===== src/rtl/pc_sequencer.sv =====
`default_nettype none
// ============================================================================
// Module      : pc_sequencer
// Description : Fetch-address sequencer for an in-order pipeline front end.
//               Advances the fetch PC sequentially, honours downstream stall,
//               redirects on taken branches with a programmable run of bubble
//               cycles, and parks in a halt state that only reset can leave.
// Ports       : clk, rst            - clock, synchronous active-high reset
//               stall, halt         - downstream back-pressure / stop request
//               brValid, brTaken,
//               brTarget[31:0]      - resolved control instruction from execute
//               fetchPc[31:0]       - registered fetch address
//               fetchValid          - fetchPc is a live request
//               flush               - kill younger instructions (combinational)
//               halted              - sequencer is parked
//               misalign            - sticky: misaligned taken target seen
//               redirectCount[15:0] - saturating count of taken redirects
// Revision    : 1.0 - initial release
// ============================================================================
module pc_sequencer #(
  parameter logic [31:0] RESET_PC    = 32'h0000_0000,
  parameter int unsigned FLUSH_DEPTH = 2,
  parameter logic [31:0] PC_INC      = 32'd4
) (
  input  logic        clk,
  input  logic        rst,
  input  logic        stall,
  input  logic        halt,
  input  logic        brValid,
  input  logic        brTaken,
  input  logic [31:0] brTarget,
  output logic [31:0] fetchPc,
  output logic        fetchValid,
  output logic        flush,
  output logic        halted,
  output logic        misalign,
  output logic [15:0] redirectCount
);

  typedef enum logic [1:0] {
    ST_RUN   = 2'd0,
    ST_FLUSH = 2'd1,
    ST_HALT  = 2'd2
  } state_t;

  localparam logic [2:0] c_depth = 3'(FLUSH_DEPTH);

  state_t      state_q, state_d;
  logic [31:0] pc_q, pc_d;
  logic [2:0]  cnt_q, cnt_d;
  logic        mis_q, mis_d;
  logic [15:0] rcnt_q, rcnt_d;
  logic        w_redirect;

  // A parked sequencer ignores the execute stage entirely.
  assign w_redirect = brValid && brTaken && (state_q != ST_HALT);

  always_ff @(posedge clk) begin
    if (rst) begin
      state_q <= ST_RUN;
      pc_q    <= RESET_PC;
      cnt_q   <= 3'd0;
      mis_q   <= 1'b0;
      rcnt_q  <= 16'd0;
    end else begin
      state_q <= state_d;
      pc_q    <= pc_d;
      cnt_q   <= cnt_d;
      mis_q   <= mis_d;
      rcnt_q  <= rcnt_d;
    end
  end

  always_comb begin
    state_d = state_q;
    pc_d    = pc_q;
    cnt_d   = cnt_q;
    mis_d   = mis_q;
    rcnt_d  = rcnt_q;
    if (w_redirect) begin
      // Redirect outranks stall and halt; newest redirect restarts the bubble run.
      pc_d    = {brTarget[31:2], 2'b00};
      cnt_d   = c_depth;
      state_d = (c_depth != 3'd0) ? ST_FLUSH : ST_RUN;
      if (brTarget[1:0] != 2'b00) begin
        mis_d = 1'b1;
      end
      if (rcnt_q != 16'hFFFF) begin
        rcnt_d = rcnt_q + 16'd1;
      end
    end else begin
      case (state_q)
        ST_RUN: begin
          if (halt) begin
            state_d = ST_HALT;
          end else if (!stall) begin
            pc_d = pc_q + PC_INC;
          end
        end
        ST_FLUSH: begin
          // Bubbles drain independently of stall; halt is not honoured here.
          cnt_d = cnt_q - 3'd1;
          if (cnt_q <= 3'd1) begin
            state_d = ST_RUN;
          end
        end
        ST_HALT: begin
          state_d = ST_HALT;
        end
        default: begin
          state_d = ST_RUN;
        end
      endcase
    end
  end

  assign fetchPc       = pc_q;
  assign fetchValid    = (state_q == ST_RUN) && !rst;
  assign flush         = w_redirect && !rst;
  assign halted        = (state_q == ST_HALT);
  assign misalign      = mis_q;
  assign redirectCount = rcnt_q;

endmodule
`default_nettype wire


===== config.mk =====
export PLATFORM = sky130hd
export DESIGN_NAME = pc_sequencer
export DESIGN_NICKNAME = d
export VERILOG_FILES = /design/src/rtl/pc_sequencer.sv
export SDC_FILE = /design/constraint.sdc
export NUM_CORES = 1
export LEC_CHECK = 0
export ABC_AREA = 1
export ABC_CLOCK_PERIOD_IN_PS = 1600
export CORE_ASPECT_RATIO = 1.2
export CORE_MARGIN = 1.5
export CORE_UTILIZATION = 45
export DETAILED_ROUTE_END_ITERATION = 16
export GPL_ROUTABILITY_DRIVEN = 0
export PLACE_DENSITY = 0.74
export SLEW_MARGIN = 20
export SYNTH_ARGS = -nofsm -noshare
export SYNTH_HDL_FRONTEND = slang
export SYNTH_SLANG_ARGS = --single-unit

===== constraint.sdc =====
create_clock -name clk -period 1.6 [get_ports clk]
set_input_delay 0.16 -clock clk [delete_from_list [all_inputs] [get_ports clk]]
set_output_delay 0.16 -clock clk [all_outputs]
set_load 0.02 [all_outputs]

==> results.toml <==
[detailed_routing]
via_per_inst = 5.185
drt_iter0_drc = 260
num_vias = 4127
dr.pass1.iters = 5
routedWlPerCell_um = 13.75
antenna_left = 0
drt_wl_total_mm = 10.95
drc = 0

[synth]
synth_seq_cells = 52
synth_largest_area_cell = "dfxtp_1"
synthCells = 584
ys_async_sr_fraction = 0
ys_seq_area_frac = 0.2916
synth_edf_count = 0
synth_top_cells_by_count = "nand2_1, nor2_1, inv_1"
ys.warnings.count = 0
netlist_area_sq_um = 3570
synth_top_flop_cell = "dfxtp_1"
synthTopCellsByArea = "dfxtp_1, nand2_1, nor2_1"
syn_area_per_cell_sq_um = 6.112
synth.most_common_cell = "nand2_1"
synth_cell_type_count = 36
netlist.area_leader.share = 0.2916

[pwr]
ir_worst_vdd_uv = 394.2
leakage_nw = 2.204
power_density_nw_per_um2 = 612.1
finalPower_w = 0.003062

[place]
place_inst = 780
portBuffers = 87
dpl.hpwl_mm = 8.257

[critical_path]
cp.required_ns = 1.44
critPathLaunch = "fetchPc[17]"
crit_family = "buffers and inverters"
worst_setup_path_end_kind = "primary output"
r2r_cells = 8
r2r_start = "fetchPc[3]"
endpoint = "fetchPc[17]"
critPathMaxStageDelay_ns = 0.65
slowest_stage = "clkdlybuf4s50_1"
worst_r2r_endpoint = "fetchPc[18]"
path_cells = "clkdlybuf4s50_1"
path_depth = 1
cp.arrival_ns = 1.40
critPathLaunchType = "register"
rrSetupSlack_ns = 0.07
critPathMaxFanout = 5
crit_type = "register to primary output"
cp_num_buf_inv = 1

[floorplanning]
coreArea_sq_um = 7707
rows = 35
die_w_um = 84.31
io_pins = 90
die_h_um = 100.6
start_util = 0.4631
die_area_sq_um = 8478

[sta]
max_freq_mhz = 639.5
rsz0062_at_grt = "true"
finalCriticalPeriod_ns = 1.564
hold_viol = 0
drv_slew = 0
setup_viol = 0
fin_skew_ns = 0.008943
layout_worst_path_cycle_share = 0.9774

[layout]
stdcell_count = 796
num_antenna_cells = 0
area_growth_pct = 40.13
fillers = 694
drive_above_1_share = 0.1705
layout.nets = 745

[clock_tree]
cts_hold_buffers = 0
root_buffer = "clkbuf_8"
htree_levels = 2
cts_buffers = 5
clk_latency_ns = 0.32
path_clk_slew_ns = 0.10
clockBufferDepth = 2
cts_tree = "done"
cts.sinks = 52

[min_path]
hold_path_class = "input pin to register"
hold_path_depth = 3

[global_routing]
grt_pass1_wl_mm = 17.70
grt_antenna_before_repair = 0
grt_max_degree = 24
grt_usage = 0.2555
grt_overflow_total = 0
grt_pass1_vias = 3896

[flow_run]
maxCapViolations = 0

[outcome]
outcome = "completed"
==> metal layers <==
layer / wire [um] / part of all wire / track usage / vias to the layer above
met4: 316 / 0.029 / 0.1034 / 0
li1: - / - / - / 2094
met5: 0 / 0 / 0 / -
met3: 552 / 0.050 / 0.03767 / 27
met1: 4486 / 0.41 / 0.2899 / 1862
met2: 5591 / 0.51 / 0.4775 / 144
==> cell families after synthesis <==
logic type | count (synthesis) | synth area share
buffers and inverters | 91 | 0.1150
adders and majority gates | 4 | 0.01402
other | 1 | 0.001051
AOI/OAI and AO/OA | 79 | 0.1290
and+or+nand+nor | 346 | 0.4224
xor gates and xnor gates | 11 | 0.02699
DFF | 52 | 0.2916
==> metrics by stage <==
stage          setup TNS [ns]  hold WS (ns)  setup WS, ns  instance area [sq um]  utilization
3_5_place_dp           -1.513        0.4492       -0.1330                   4717       0.6120
6_report                    0        0.4182       0.03621                   5002       0.6490
4_1_cts                     0        0.4153    0.00008715                   4828       0.6265
3_3_place_gp          -0.5574        0.4475       -0.1246                   4717       0.6120
2_1_floorplan               0        0.2727      0.006370                   3576            -
5_1_grt               -0.1350        0.4337      -0.03800                   5002       0.6490
==> cells in the final DEF (no fill, tap or decap), types with 4 or more instances in the layout <==
cell type and n:
o21ai_0 23, a21oi_2 7, buf_4 41, nand4_1 5
nor2_4 4, nor3_1 11, a31oi_1 7, o211ai_1 8
dlygate4sd2_1 9, nor2_1 66, nand2_2 7, dfxtp_2 12
clkbuf_8 5, nand3_2 6, xor2_1 7, dlymetal6s2s_1 14
nand3_1 46, nor2_2 11, dfxtp_1 39, inv_2 8
inv_1 61, xnor2_1 4, a21oi_1 27, clkdlybuf4s50_1 63
nand2_1 181
==> where the power goes <==
group | internal [W] | total [W] | switching [W]
Combinational | 0.000335 | 0.000713 | 0.000378
Clock | 0.000464 | 0.000932 | 0.000468
Sequential | 0.00135 | 0.00142 | 0.0000639
Total | 0.00215 | 0.00306 | 0.000911
==> flip-flops by register name, indices dropped and copies added, names as in the netlist <==
signal	count
cnt_q	3
state_q	2
fetchPc	30
redirectCount	16
misalign	1
==> cell type report <==
class	count	area, sq um	area share
Clock inverter	3	42.54	0.008504
Sequential cell	52	1060	0.2119
Timing Repair Buffer	132	1260	0.2519
Multi-Input combinational cell	442	2191	0.4380
Inverter	70	265.3	0.05303
Clock buffer	5	68.82	0.01376
Tap cell	92	115.1	0.02301
==> worst min-delay path by stage <==
stage	endpoint	startpoint
after floorplan	fetchPc[2]	brTarget[2]
after global placement	cnt_q[2]	cnt_q[2]
after detailed placement	misalign	misalign
after CTS	fetchPc[2]	brTarget[2]
after global routing	fetchPc[8]	brTarget[8]
final	fetchPc[2]	brTarget[2]
==> timing repair <==
item | CTS | global route
setup buffers | 1 | 7
gates resized for setup | 12 | 50
pin swaps | 1 | 3
setup endpoints to repair | 12 | 52
Note: power is estimated with default switching activity, not from simulation.
